### config.mk
export PLATFORM = sky130hd
export DESIGN_NAME = jtag_axi_txn_ctrl
export DESIGN_NICKNAME = d
export VERILOG_FILES = /design/src/rtl/jtag_axi_pkg.sv /design/src/rtl/jtag_axi_txn_ctrl.sv
export SDC_FILE = /design/constraint.sdc
export NUM_CORES = 1
export LEC_CHECK = 0
export BUFFER_PORTS_ARGS = -buffer_cell sky130_fd_sc_hd__buf_2
export CAP_MARGIN = 20
export CORE_AREA = 8 8 133 98
export DETAILED_ROUTE_END_ITERATION = 10
export DIE_AREA = 0 0 141 106
export PLACE_DENSITY = 0.79
export SYNTH_ARGS = -nofsm -noshare
export SYNTH_HDL_FRONTEND = slang
export SYNTH_SLANG_ARGS = --single-unit
### constraint.sdc
create_clock -name clk -period 5.5 [get_ports clk]
set_input_delay 1.1 -clock clk [delete_from_list [all_inputs] [get_ports clk]]
set_output_delay 1.1 -clock clk [all_outputs]
set_load 0.01 [all_outputs]
### src/rtl/jtag_axi_pkg.sv
// Shared types for the JTAG-to-AXI bridge: AXI field types, FIFO entry layouts,
// transaction status codes and the request-controller FSM states.
package jtag_axi_pkg;

  localparam int unsigned AxiAddrWidth = 32;
  localparam int unsigned AxiDataWidth = 32;

  typedef logic [AxiAddrWidth-1:0]   axi_addr_t;
  typedef logic [AxiDataWidth-1:0]   axi_data_t;
  typedef logic [AxiDataWidth/8-1:0] axi_wr_strb_t;
  typedef logic [2:0]                axi_size_t;

  typedef enum logic [1:0] {
    AXI_OKAY   = 2'd0,
    AXI_EXOKAY = 2'd1,
    AXI_SLVERR = 2'd2,
    AXI_DECERR = 2'd3
  } axi_resp_t;

  typedef enum logic {
    AXI_TXN_READ  = 1'b0,
    AXI_TXN_WRITE = 1'b1
  } axi_txn_type_t;

  typedef struct packed {
    axi_addr_t     addr;
    axi_size_t     size;
    axi_txn_type_t txn_type;
  } s_axi_afifo_to_axi_t;

  typedef struct packed {
    axi_data_t data_rd;
    axi_resp_t status;
  } s_axi_jtag_status_t;

  // Low codes mirror the AXI response so a response maps across by zero-extension.
  typedef enum logic [2:0] {
    JTAG_AXI_OKAY    = 3'd0,
    JTAG_AXI_EXOKAY  = 3'd1,
    JTAG_AXI_SLVERR  = 3'd2,
    JTAG_AXI_DECERR  = 3'd3,
    JTAG_AXI_IDLE    = 3'd4,
    JTAG_AXI_RUNNING = 3'd5,
    JTAG_AXI_TIMEOUT = 3'd6
  } jtag_axi_txn_st_t;

  typedef enum logic [2:0] {
    StIdle,
    StIssue,
    StWaitResp,
    StDone,
    StTimeout
  } jtag_txn_ctrl_st_t;

  function automatic jtag_axi_txn_st_t resp_to_st(axi_resp_t resp);
    return jtag_axi_txn_st_t'({1'b0, resp});
  endfunction

endpackage

### src/rtl/jtag_axi_txn_ctrl.sv
// Request-side controller: issues one JTAG-decoded AXI transaction into the async FIFOs,
// collects its response, enforces a timeout and drops responses of timed-out transactions.
module jtag_axi_txn_ctrl
  import jtag_axi_pkg::*;
#(
  parameter int unsigned TIMEOUT_CYCLES = 1000,
  parameter int unsigned MAX_STALE      = 4
) (
  input  logic                clk,
  input  logic                ares,
  input  logic                update_i,
  input  logic                txn_start_i,
  input  logic                txn_write_i,
  input  axi_addr_t           txn_addr_i,
  input  axi_size_t           txn_size_i,
  input  axi_data_t           txn_data_i,
  input  axi_wr_strb_t        txn_wstrb_i,
  input  logic                afifo_txn_full_i,
  output logic                afifo_txn_wr_o,
  output s_axi_afifo_to_axi_t afifo_txn_o,
  input  logic                afifo_wd_full_i,
  output logic                afifo_wd_wr_o,
  output axi_data_t           afifo_wdata_o,
  output axi_wr_strb_t        afifo_wstrb_o,
  input  logic                afifo_rsp_empty_i,
  input  s_axi_jtag_status_t  afifo_rsp_i,
  output logic                afifo_rsp_rd_o,
  output jtag_axi_txn_st_t    status_o,
  output axi_data_t           rdata_o,
  output logic                busy_o,
  output logic                timeout_o,
  output logic                ovr_o
);

  localparam int unsigned TmoW   = (TIMEOUT_CYCLES > 0) ? $clog2(TIMEOUT_CYCLES + 1) : 1;
  localparam int unsigned StaleW = (MAX_STALE > 0) ? $clog2(MAX_STALE + 1) : 1;
  localparam logic [TmoW-1:0]   TmoMax   = TmoW'(TIMEOUT_CYCLES);
  localparam logic [TmoW-1:0]   TmoLast  = TmoW'(TIMEOUT_CYCLES - 1);
  localparam logic [StaleW-1:0] StaleMax = StaleW'(MAX_STALE);

  jtag_txn_ctrl_st_t state_q;
  logic              write_q;
  axi_addr_t         addr_q;
  axi_size_t         size_q;
  axi_data_t         data_q;
  axi_wr_strb_t      strb_q;
  logic [TmoW-1:0]   tmo_q;
  logic [StaleW-1:0] stale_q;
  jtag_axi_txn_st_t  status_q;
  axi_data_t         rdata_q;
  logic              ovr_q;

  logic in_rest, start, accept, push, pop, discard, tmo_hit;

  always_comb begin
    in_rest = state_q inside {StIdle, StDone, StTimeout};
    start   = update_i & txn_start_i;
    accept  = start & in_rest & (stale_q < StaleMax);
    // A write needs room in both FIFOs so address and data are pushed atomically.
    push    = (state_q == StIssue) & ~afifo_txn_full_i & (~write_q | ~afifo_wd_full_i);
    pop     = ~afifo_rsp_empty_i & ((state_q == StWaitResp) | (in_rest & (stale_q != '0)));
    discard = pop & (stale_q != '0);
    tmo_hit = (TIMEOUT_CYCLES != 0) && (state_q == StWaitResp) && !pop && (tmo_q == TmoLast);
  end

  always_ff @(posedge clk or posedge ares) begin
    if (ares) begin
      state_q  <= StIdle;
      write_q  <= 1'b0;
      addr_q   <= '0;
      size_q   <= '0;
      data_q   <= '0;
      strb_q   <= '0;
      tmo_q    <= '0;
      stale_q  <= '0;
      status_q <= JTAG_AXI_IDLE;
      rdata_q  <= '0;
      ovr_q    <= 1'b0;
    end else begin
      if (discard) begin
        stale_q <= stale_q - StaleW'(1);
      end else if (tmo_hit && (stale_q != StaleMax)) begin
        stale_q <= stale_q + StaleW'(1);
      end
      if ((state_q == StWaitResp) && (tmo_q != TmoMax)) begin
        tmo_q <= tmo_q + TmoW'(1);
      end
      if (start && !accept) begin
        ovr_q <= 1'b1;
      end
      unique case (state_q)
        StIdle, StDone, StTimeout: begin
          if (accept) begin
            write_q  <= txn_write_i;
            addr_q   <= txn_addr_i;
            size_q   <= txn_size_i;
            data_q   <= txn_data_i;
            strb_q   <= txn_wstrb_i;
            ovr_q    <= 1'b0;
            rdata_q  <= '0;
            status_q <= JTAG_AXI_RUNNING;
            state_q  <= StIssue;
          end
        end
        StIssue: begin
          if (push) begin
            tmo_q   <= '0;
            state_q <= StWaitResp;
          end
        end
        StWaitResp: begin
          if (pop && !discard) begin
            status_q <= resp_to_st(afifo_rsp_i.status);
            rdata_q  <= write_q ? '0 : afifo_rsp_i.data_rd;
            state_q  <= StDone;
          end else if (tmo_hit) begin
            status_q <= JTAG_AXI_TIMEOUT;
            state_q  <= StTimeout;
          end
        end
        default: state_q <= StIdle;
      endcase
    end
  end

  assign afifo_txn_wr_o = push;
  assign afifo_txn_o    = '{addr: addr_q, size: size_q, txn_type: axi_txn_type_t'(write_q)};
  assign afifo_wd_wr_o  = push & write_q;
  assign afifo_wdata_o  = data_q;
  assign afifo_wstrb_o  = strb_q;
  assign afifo_rsp_rd_o = pop;
  assign status_o       = status_q;
  assign rdata_o        = rdata_q;
  assign busy_o         = (state_q == StIssue) || (state_q == StWaitResp);
  assign timeout_o      = (state_q == StTimeout);
  assign ovr_o          = ovr_q;

endmodule

# After elaboration in Yosys (flattened, before gate mapping)
# Index checks and enable logic that the tools add are counted.
# totals
in_bits	113
reg_bits	124
# op_classes
reduce_logical	20
bitwise_logic	15
n_eq_ne	11
magnitude_cmp	1
muxes	21
addsub	3
# ops
cell	n
32-bit two-way mux	3
32-bit case mux with 2 select lines	1
10-bit two-way mux	3
3-bit two-way mux	9
10-bit by 1-bit adder with 10-bit output (second input constant)	1
10-bit equality test (second input constant)	1
10-bit != test (second input constant)	1
1-bit bitwise AND	9
3-bit case mux with 3 select lines	1
3-bit AND reduction	3
3-bit by 2-bit equality test with 1-bit output (second input constant)	2
1-bit logical AND	6
3-bit case mux with 2 select lines	1
3-bit nonzero test	2
2-bit != test (second input constant)	2
1-bit NOT	4
2-bit nonzero test	2
3-bit by 1-bit adder with 3-bit output (second input constant)	1
3-bit by 1-bit equality test with 1-bit output (second input constant)	1
3-bit equality test (second input constant)	1
1-bit logical NOT	3
3-bit logical NOT	1
3-bit < comparator (second input constant)	1
1-bit two-way mux	3
8 further kinds	9

# Longest topological paths before layout
# Gate-level depths: netlist (run 1).
# depth
ltp_word	11
mapped_depth	9
depth_no_buf	8

# Least setup slack after synthesis (run 1)
# Ideal clock, no wire load.
# synth_path
path_type	input port to output port
from	input port afifo_wd_full_i
to	output port afifo_txn_wr_o
arrival_ns	1.984
setup_slack_ns	2.416
stages	3
cell_sequence	a211o_1 nor3b_1 clkbuf_1
# synth_between
elab_chain_cells	3
# synth_lines
element	line	text
start, declared	jtag_axi_txn_ctrl.sv:21	input logic afifo_wd_full_i,
1-bit NOT	jtag_axi_txn_ctrl.sv:60	push = (state_q == StIssue) & ~afifo_txn_full_i & (~write_q | ~afifo_wd_full_i);
1-bit bitwise OR	jtag_axi_txn_ctrl.sv:60	
1-bit bitwise AND	jtag_axi_txn_ctrl.sv:60	
end, declared	jtag_axi_txn_ctrl.sv:19	output logic afifo_txn_wr_o,
# No other way between the ends.

# Final worst setup path (run 1)
# Same ends and word-level chain as after synthesis.

==> results of run 1 <==
stage by stage:
stage / instances / util [%] / setup slack (ns)
final: 765 / 62.34 / 2.307
after global routing: 765 / 62.34 / 2.217
after CTS: 762 / 61.60 / 2.304
after detailed placement: 730 / 56.27 / 2.247
after global placement: 730 / 56.27 / 2.334
after floorplan: 366 / - / 1.102
report_power, final:
group	total, mW	internal, mW	switching (mW)	leakage (nW)
logic	1.27	0.626	0.646	1.69
registers	1.44	1.24	0.203	1.56
clock network	1.11	0.688	0.423	0.285
cell usage after synthesis, types with 3 or more instances:
master / instances
a211oi_1: 4
o21ai_0: 6
xnor2_1: 6
nor2_1: 11
nand2b_1: 3
and2_1: 3
buf_2: 15
clkbuf_1: 5
nor4_1: 3
nand2_1: 14
nor3b_1: 3
nor3_1: 5
inv_1: 9
nand3_1: 5
mux2_2: 73
a21oi_1: 9
dfrtp_1: 123
mux2i_1: 3
a22o_1: 32
metal layers:
metal	GRT usage, %	vias to the layer above
met3	5.595	10
met2	30.66	148
li1	-	1789
met1	20.82	1917
met5	0	-
met4	6.422	0
critical path, cell delays in order:
cell	delay, ns
buf_2	0.09
a211o_1	0.26
nor3b_1	0.23
buf_4	0.24
buf_2	0.16
worst max path at each step:
stage                       from                      end  slack [ns]  cells after the start
4_1_cts          afifo_wd_full_i           afifo_txn_wr_o        2.30                      5
3_5_place_dp   afifo_rsp_empty_i  rdata_o[25]$_DFFE_PP0P_        2.25                      5
2_1_floorplan               ares    addr_q[0]$_DFFE_PP0P_        1.10                      1
6_report         afifo_wd_full_i           afifo_txn_wr_o        2.31                      5
3_3_place_gp     afifo_wd_full_i           afifo_txn_wr_o        2.33                      5
5_1_grt          afifo_wd_full_i           afifo_txn_wr_o        2.22                      5
flip-flops by register name, summed over array words and instances (netlist names):
register       flops
addr_q            32
tmo_q             10
state_q            3
ovr_o              1
rdata_o           32
stale_q            3
afifo_wstrb_o      4
status_o           3
afifo_wdata_o     32
size_q             3
write_q            1
logic make-up after synthesis:
kind of cell	synth area share (%)
XOR/XNOR	1.218
multiplexers	16.93
flip-flops	61.69
AND/OR/NAND/NOR	7.011
AO/OA/AOI/OAI	9.572
adder cells (fa/ha/maj)	0.8950
buffers and inverters	2.685
cell type report:
cell class / count / area share (%)
timing repair buffer: 231 / 17.65
inverter: 9 / 0.5202
sequential: 124 / 44.50
tap: 157 / 2.816
multi-input combinational: 212 / 25.96
clock inverter: 14 / 2.260
clock buffer: 18 / 6.296
==> results.sh, run 1 <==
export IMPL_status="finished clean"
export IMPL_ys_seq_area_share_pct=61.69
export IMPL_io_buffers=225
export IMPL_cp_required_ns=4.40
export IMPL_insertion_delay_ns=0.40
export IMPL_p_per_area_mw_per_mm2=548.4
export IMPL_yosysTopAreaCellShare_pct=61.16
export IMPL_grt_pass1_wl_microns=21300
export IMPL_slew_headroom_pct=36.39
export IMPL_dr_pass1_iters=4
export IMPL_syn_inst=366
export IMPL_route_met3_wl_microns=926
export IMPL_hold_viol_final=0
export IMPL_critPathKind="in -> out"
export IMPL_cap_violations=0
export IMPL_yosys_warnings=0
export IMPL_die_h_microns=106
export IMPL_crit_arrival_ns=2.09
export IMPL_ir_drop_mv=0.2668
export IMPL_layout_common_cells="buf_2, dfrtp_1, mux2_2"
export IMPL_path_max_fanout=12
export IMPL_start_kind="primary input"
export IMPL_vias_per_cell=5.051
export IMPL_ant_nets=0
export IMPL_h_tree_depth=4
export IMPL_ys_types=44
export IMPL_finalPower_mw=3.825
export IMPL_leakage_nw=3.540
export IMPL_hold_slack_ns=0.4954
export IMPL_cts_buffers=17
export IMPL_area_growth_pct=38.61
export IMPL_slew_viol_final=0
export IMPL_fmax_ghz=0.3132
export IMPL_cp_end_kind="output pin"
export IMPL_postCtsResizedCells=0
export IMPL_regArea_sq_mm=0.003104
export IMPL_antenna_found_initial=0
export IMPL_drive_above_1_share_pct=56.25
export IMPL_drc=0
export IMPL_cts_root_buf="clkbuf_16"
export IMPL_dieArea_sq_mm=0.01495
export IMPL_final_common_cell="buf_2"
export IMPL_timing_rr_start="state_q[1]$_DFFE_PP0P_"
export IMPL_worstMarginPinSlew_ns=0.9542
export IMPL_ys_ff_latch=124
export IMPL_synth_async_reset_ratio_pct=100.0
export IMPL_multi_input_area_sq_mm=0.001810
export IMPL_cts_buffer_depth=2
export IMPL_grt_ovfl_total=0
export IMPL_setup_violations=0
export IMPL_drt_iter0_markers=220
export IMPL_grt_max_degree=87
export IMPL_r2r_slack_ns=2.97
export IMPL_min_to="rdata_o[20]$_DFFE_PP0P_"
export IMPL_met2_length_microns=7003
export IMPL_synth_nets=482
export IMPL_routedWlPerCell_microns=17.87
export IMPL_hp_class="reg -> reg"
export IMPL_pin_count=226
export IMPL_place_hpwl_microns=10010
export IMPL_rsz0062_at_grt="no"
export IMPL_ys_top_cells_by_area="dfrtp_1, mux2_2, a22o_1"
export IMPL_synthFlopType="dfrtp_1"
export IMPL_cts_setup_buffers=0
export IMPL_synth_edff_count=0
export IMPL_reg2reg_to="stale_q[2]$_DFFE_PP0P_"
export IMPL_die_w_microns=141
export IMPL_place_congestion=0.8430
export IMPL_met1_length_microns=5616
export IMPL_fin_nets=711
export IMPL_totalWireLength_microns=13670
export IMPL_holdCritStartpoint="rdata_o[20]$_DFFE_PP0P_"
export IMPL_highest_layer="met4"
export IMPL_n_fill_cell=874
export IMPL_final_cell_area_sq_mm=0.006975
export IMPL_hold_depth=1
export IMPL_num_rows=33
export IMPL_yosysTopAreaCell="dfrtp_1"
export IMPL_avgSynthCellArea_sq_um=13.75
export IMPL_grt_use_total_pct=17.85
export IMPL_initial_core_util_pct=44.97
export IMPL_setup_tns_ns=0
export IMPL_clk_pin_slew_ns=0.06
export IMPL_fp_coreArea_sq_mm=0.01119
export IMPL_fin_crit_ns=3.193
export IMPL_cts_tree="built"
export IMPL_fin_crit_sh_pct=58.05
export IMPL_antenna_cells=0
export IMPL_r2r_cells=8
export IMPL_num_vias=3864
export IMPL_clock_skew_ns=0.008917
export IMPL_syn_area_sq_mm=0.005032
export IMPL_grt_pass1_vias=4128
export IMPL_cts_hold_buffers=0
export IMPL_placed_area_sq_mm=0.006296
export IMPL_clock_sinks=124
Power figures use the tool's default switching activity.
==> inputs of run 2 (changes only) <==
CORE_AREA = 8 8 140 103   (was 8 8 133 98)
DIE_AREA = 0 0 148 111   (was 0 0 141 106)
PLACE_DENSITY = 0.75   (was 0.79)
clock period = 2.76 ns   (was 5.5 ns; I/O delays follow)
==> run 2 against run 1 <==
Against the previous run:
- routed wire length down 1.8%
- worst setup slack worse by 2.0 ns
- first-iteration DRC count fell by 27%
- combinational power is 96% higher
==> results.sh, run 2 (same netlist as run 1, synthesis figures left out) <==
export IMPL_rsz0062_at_grt="no"
export IMPL_worstMarginPinSlew_ns=0.6841
export IMPL_place_congestion=0.7956
export IMPL_critPathKind="reg -> reg"
export IMPL_fin_nets=713
export IMPL_grt_use_total_pct=16.32
export IMPL_pin_count=226
export IMPL_start_kind="register"
export IMPL_setup_tns_ns=0
export IMPL_slew_headroom_pct=54.39
export IMPL_drive_above_1_share_pct=56.23
export IMPL_multi_input_area_sq_mm=0.001810
export IMPL_setup_violations=0
export IMPL_cts_buffer_depth=2
export IMPL_area_growth_pct=39.08
export IMPL_num_vias=3831
export IMPL_regArea_sq_mm=0.003104
export IMPL_pwr_share_seq_pct=37.2
export IMPL_grt_use_met1_pct=19.05
export IMPL_ant_nets=0
export IMPL_cts_root_buf="clkbuf_16"
export IMPL_crit_arrival_ns=2.75
export IMPL_grt_busiest_layer="met2"
export IMPL_io_buffers=225
export IMPL_grt_ovfl_total=0
export IMPL_antenna_cells=0
export IMPL_place_hpwl_microns=9954
export IMPL_r2r_cells=8
export IMPL_clk_pin_slew_ns=0.06
export IMPL_vias_per_cell=4.962
export IMPL_slew_viol_final=0
export IMPL_cts_setup_buffers=0
export IMPL_insertion_delay_ns=0.40
export IMPL_clock_sinks=124
export IMPL_drc=0
export IMPL_grt_pass1_vias=4236
export IMPL_ir_drop_mv=0.5536
export IMPL_die_h_microns=111
export IMPL_layout_common_cells="buf_2, dfrtp_1, mux2_2"
export IMPL_met3_usage_pct=7.055
export IMPL_internal_power_mw=5.224
export IMPL_routedWlPerCell_microns=17.38
export IMPL_cts_hold_buffers=0
export IMPL_leakage_nw=3.546
export IMPL_dr_pass1_iters=4
export IMPL_grt_max_degree=125
export IMPL_fin_crit_sh_pct=89.70
export IMPL_dieArea_sq_mm=0.01643
export IMPL_fmax_ghz=0.4039
export IMPL_cp_required_ns=3.04
export IMPL_comb_power_share_pct=32.3
export IMPL_fp_coreArea_sq_mm=0.01217
export IMPL_hold_viol_final=0
export IMPL_path_max_fanout=15
export IMPL_n_fill_cell=1019
export IMPL_p_per_area_mw_per_mm2=1101
export IMPL_fin_crit_ns=2.476
export IMPL_cap_violations=0
export IMPL_drt_iter0_markers=161
export IMPL_num_rows=34
export IMPL_cts_buffers=17
export IMPL_antenna_found_initial=0
export IMPL_clkPwrFrac_pct=30.5
export IMPL_cp_end_kind="register"
export IMPL_grt_pass1_wl_microns=21600
export IMPL_p_sw_mw=2.482
export IMPL_p_sw_share_pct=32.21
export IMPL_die_w_microns=148
export IMPL_met2_usage_pct=26.71
export IMPL_final_cell_area_sq_mm=0.006999
export IMPL_postCtsResizedCells=0
export IMPL_hp_class="in -> async"
export IMPL_clock_skew_ns=0.007226
export IMPL_placed_area_sq_mm=0.006366
export IMPL_status="finished clean"
export IMPL_cts_tree="built"
export IMPL_final_common_cell="buf_2"
export IMPL_totalWireLength_microns=13420
export IMPL_initial_core_util_pct=41.36
export IMPL_h_tree_depth=4
-- run 2: changes by cell type in the layout (fill, tap and decap cells not counted), moves of 2 or more --
cell        before  now
clkinvlp_4       3    5
buf_4            3    6
bufinv_16        2    4
inv_6            6    2
buf_12           0    2
buf_16           3    0
-- run 2: final timing paths --
kind                                          from  slack (ns)                       endpoint
hold / removal                                ares        0.32   afifo_wdata_o[5]$_DFFE_PP0P_
setup reg to reg            state_q[1]$_DFFE_PP0P_        0.28         stale_q[2]$_DFFE_PP0P_
hold reg to reg            status_o[0]$_DFFE_PP0P_        0.48        status_o[0]$_DFFE_PP0P_
setup / recovery            state_q[1]$_DFFE_PP0P_        0.28         stale_q[2]$_DFFE_PP0P_
min in group clk                    afifo_rsp_i[6]        0.38         rdata_o[4]$_DFFE_PP0P_
max in group asynchronous                     ares        1.89  afifo_wdata_o[31]$_DFFE_PP0P_
-- run 2: metrics by stage --
step	hold WS [ns]	utilization (%)	total power [mW]	setup WS (ns)	cells
3_5_place_dp	0.4760	52.32	5.428	0.3316	740
4_1_cts	0.3571	57.53	7.832	0.2665	772
6_report	0.3241	57.53	7.707	0.2843	772
5_1_grt	0.3466	57.53	8.187	0.1211	772
2_1_floorplan	0.4926	-	4.340	0.6278	366
3_3_place_gp	0.4770	52.32	5.302	0.4014	740
-- run 2: routing by layer --
layer	part of all wire, %	vias up
li1	-	1794
met1	43	1871
met2	48	160
met3	8.5	6
met4	0.74	0
met5	0	-
-- run 2: worst max-delay path: stages (launching register included) --
cell and delay [ns]:
dfrtp_1 0.61, mux2_2 0.40, nor3_1 0.34, inv_1 0.16, fa_1 0.43, inv_1 0.09
o21ai_0 0.08, o221ai_1 0.16, o21ai_1 0.09
-- run 2: area by class of cell --
cell class                      instances  share of cell area (%)
Sequential cell                       124                   44.35
Multi-Input combinational cell        212                   25.87
Timing Repair Buffer                  233                   17.30
Clock buffer                           19                   6.328
Tap cell                              162                   2.896
Clock inverter                         13                   2.717
Inverter                                9                  0.5363
-- run 2: power groups by stage --
stage / Sequential, mW / Clock (mW) / Combinational, mW
floorplan: 3.11 / 0 / 1.23
global placement: 2.84 / 0 / 2.46
global route: 2.96 / 2.51 / 2.72
detailed placement: 2.89 / 0 / 2.54
finish: 2.87 / 2.35 / 2.49
CTS: 2.87 / 2.42 / 2.54
==> inputs of run 3 (changes only) <==
CTS_CLUSTER_SIZE = 28   (was not set)
clock period = 2.1 ns   (was 2.76 ns; I/O delays follow)
==> run 3 against run 2 <==
Against the previous run:
- via count grew 1.9%
- flip-flop and latch count is the same
- first-iteration DRC count grew 41%
- count of clock-buffer cells in the layout grew 1
- die area is the same
- non-clock buffer count grew 13
- register-to-register slack lost 0.16 ns
- sequential power grew 30%
- clock power grew 32%
- combinational power grew 44%
- critical path type is now reg -> out
- critical endpoint is now afifo_wd_wr_o
- largest cell class unchanged
- largest power group unchanged
- highest routed layer unchanged
==> results.sh, run 3 (same netlist as run 1, synthesis figures left out) <==
export IMPL_cts_hold_buffers=0
export IMPL_status="finished clean"
export IMPL_dr_pass1_iters=4
export IMPL_multi_input_area_sq_mm=0.001838
export IMPL_fin_ws_ns=0.06469
export IMPL_slew_viol_final=0
export IMPL_num_rows=34
export IMPL_cp_end_kind="output pin"
export IMPL_clkPwrFrac_pct=29.8
export IMPL_h_tree_depth=4
export IMPL_finalPower_mw=10.42
export IMPL_regArea_sq_mm=0.003107
export IMPL_die_h_microns=111
export IMPL_drc=0
export IMPL_cts_root_buf="clkbuf_16"
export IMPL_worstMarginPinSlew_ns=0.6756
export IMPL_path_max_fanout=5
export IMPL_pwr_share_seq_pct=35.9
export IMPL_fin_crit_sh_pct=96.92
export IMPL_cap_violations=0
export IMPL_reg2reg_to="state_q[0]$_DFFE_PP0P_"
export IMPL_pin_count=226
export IMPL_place_congestion=0.8211
export IMPL_num_vias=3903
export IMPL_hold_viol_final=0
export IMPL_clock_skew_ns=0.009318
export IMPL_clk_pin_slew_ns=0.06
export IMPL_n_fill_cell=988
export IMPL_antenna_found_initial=0
export IMPL_setup_violations=0
export IMPL_internal_power_mw=7.068
export IMPL_clock_sinks=124
export IMPL_grt_pass1_vias=4238
export IMPL_p_per_area_mw_per_mm2=1452
export IMPL_slew_headroom_pct=54.96
export IMPL_dp_slack_ns=0.07530
export IMPL_hold_slack_ns=0.1969
export IMPL_fmax_ghz=0.4913
export IMPL_area_growth_pct=42.59
export IMPL_routedWlPerCell_microns=17.65
export IMPL_final_common_cell="buf_2"
export IMPL_grt_use_total_pct=16.83
export IMPL_p_sw_share_pct=32.17
export IMPL_comb_power_share_pct=34.3
export IMPL_fin_nets=726
export IMPL_cts_buffer_depth=2
export IMPL_grt_ovfl_total=0
export IMPL_grt_pass1_wl_microns=22070
export IMPL_final_cell_area_sq_mm=0.007176
export IMPL_layout_common_cells="buf_2, dfrtp_1, mux2_2"
export IMPL_initial_core_util_pct=41.36
export IMPL_drt_iter0_markers=227
export IMPL_ir_drop_mv=0.6817
export IMPL_antenna_cells=0
export IMPL_r2r_cells=6
export IMPL_vias_per_cell=4.972
export IMPL_die_w_microns=148
export IMPL_drive_above_1_share_pct=58.27
export IMPL_place_hpwl_microns=10230
export IMPL_cp_required_ns=1.68
export IMPL_timing_rr_start="state_q[0]$_DFFE_PP0P_"
export IMPL_totalWireLength_microns=13850
export IMPL_rsz0062_at_grt="yes"
export IMPL_fin_crit_ns=2.035
export IMPL_fp_coreArea_sq_mm=0.01217
export IMPL_critPathKind="reg -> out"
export IMPL_crit_arrival_ns=1.62
export IMPL_p_sw_mw=3.353
export IMPL_cts_buffers=17
export IMPL_hp_class="in -> async"
export IMPL_grt_max_degree=125
export IMPL_io_buffers=225
export IMPL_leakage_nw=3.636
export IMPL_r2r_slack_ns=0.12
export IMPL_insertion_delay_ns=0.40
export IMPL_ant_nets=0
export IMPL_start_kind="register"
export IMPL_dieArea_sq_mm=0.01643
export IMPL_placed_area_sq_mm=0.006484
export IMPL_cts_tree="built"
[run 3: through the flow]
step / utilization (%) / cells / setup TNS [ns]
detailed placement: 53.29 / 750 / 0
floorplan: - / 366 / 0
finish: 58.98 / 785 / 0
global placement: 53.29 / 750 / 0
global route: 58.98 / 785 / -0.06956
CTS: 58.61 / 783 / 0
[run 3: how the worst max path moves through the flow]
stage / start / endpoint / slack (ns) / cells past startpoint
4_1_cts: state_q[1]$_DFFE_PP0P_ / afifo_wd_wr_o / 0.0005 / 4
5_1_grt: write_q$_DFFE_PP0P_ / afifo_wd_wr_o / -0.05 / 4
3_3_place_gp: state_q[1]$_DFFE_PP0P_ / stale_q[2]$_DFFE_PP0P_ / 0.12 / 8
2_1_floorplan: state_q[2]$_DFFE_PP0P_ / stale_q[2]$_DFFE_PP0P_ / 0.08 / 9
3_5_place_dp: state_q[1]$_DFFE_PP0P_ / stale_q[2]$_DFFE_PP0P_ / 0.08 / 8
6_report: state_q[1]$_DFFE_PP0P_ / afifo_wd_wr_o / 0.06 / 4
[run 3: layout make-up]
class	count	area share, %
Multi-Input combinational cell	212	25.61
Clock buffer	20	6.225
Sequential cell	124	43.30
Timing Repair Buffer	246	18.90
Tap cell	162	2.825
Inverter	9	0.5231
Clock inverter	12	2.616
[run 3: critical path, stage by stage, from the launching register on]
cell     delay (ns)
dfrtp_2        0.45
a211o_1        0.27
nor3b_2        0.23
and2_1         0.14
buf_2          0.13
[run 3: power by group through the flow]
stage | Combinational (mW) | Sequential, mW | Clock [mW]
floorplan | 1.63 | 4.08 | 0
global placement | 3.45 | 3.69 | 0
detailed placement | 3.57 | 3.75 | 0
CTS | 3.59 | 3.73 | 3.19
global route | 3.90 | 3.86 | 3.30
finish | 3.58 | 3.74 | 3.11
[run 3: what timing repair did]
action	CTS	global route
pin swaps	0	5
resized for setup	1	9
setup buffers	1	2
endpoints found under the setup margin	2	5
[run 3: metal layers]
metal / global-route usage, % / part of all wire (%) / vias to the layer above
met5: 0 / 0 / -
met4: 6.843 / 1.0 / 0
met3: 6.240 / 8.1 / 15
met2: 26.74 / 49 / 180
met1: 20.25 / 42 / 1890
li1: - / - / 1818
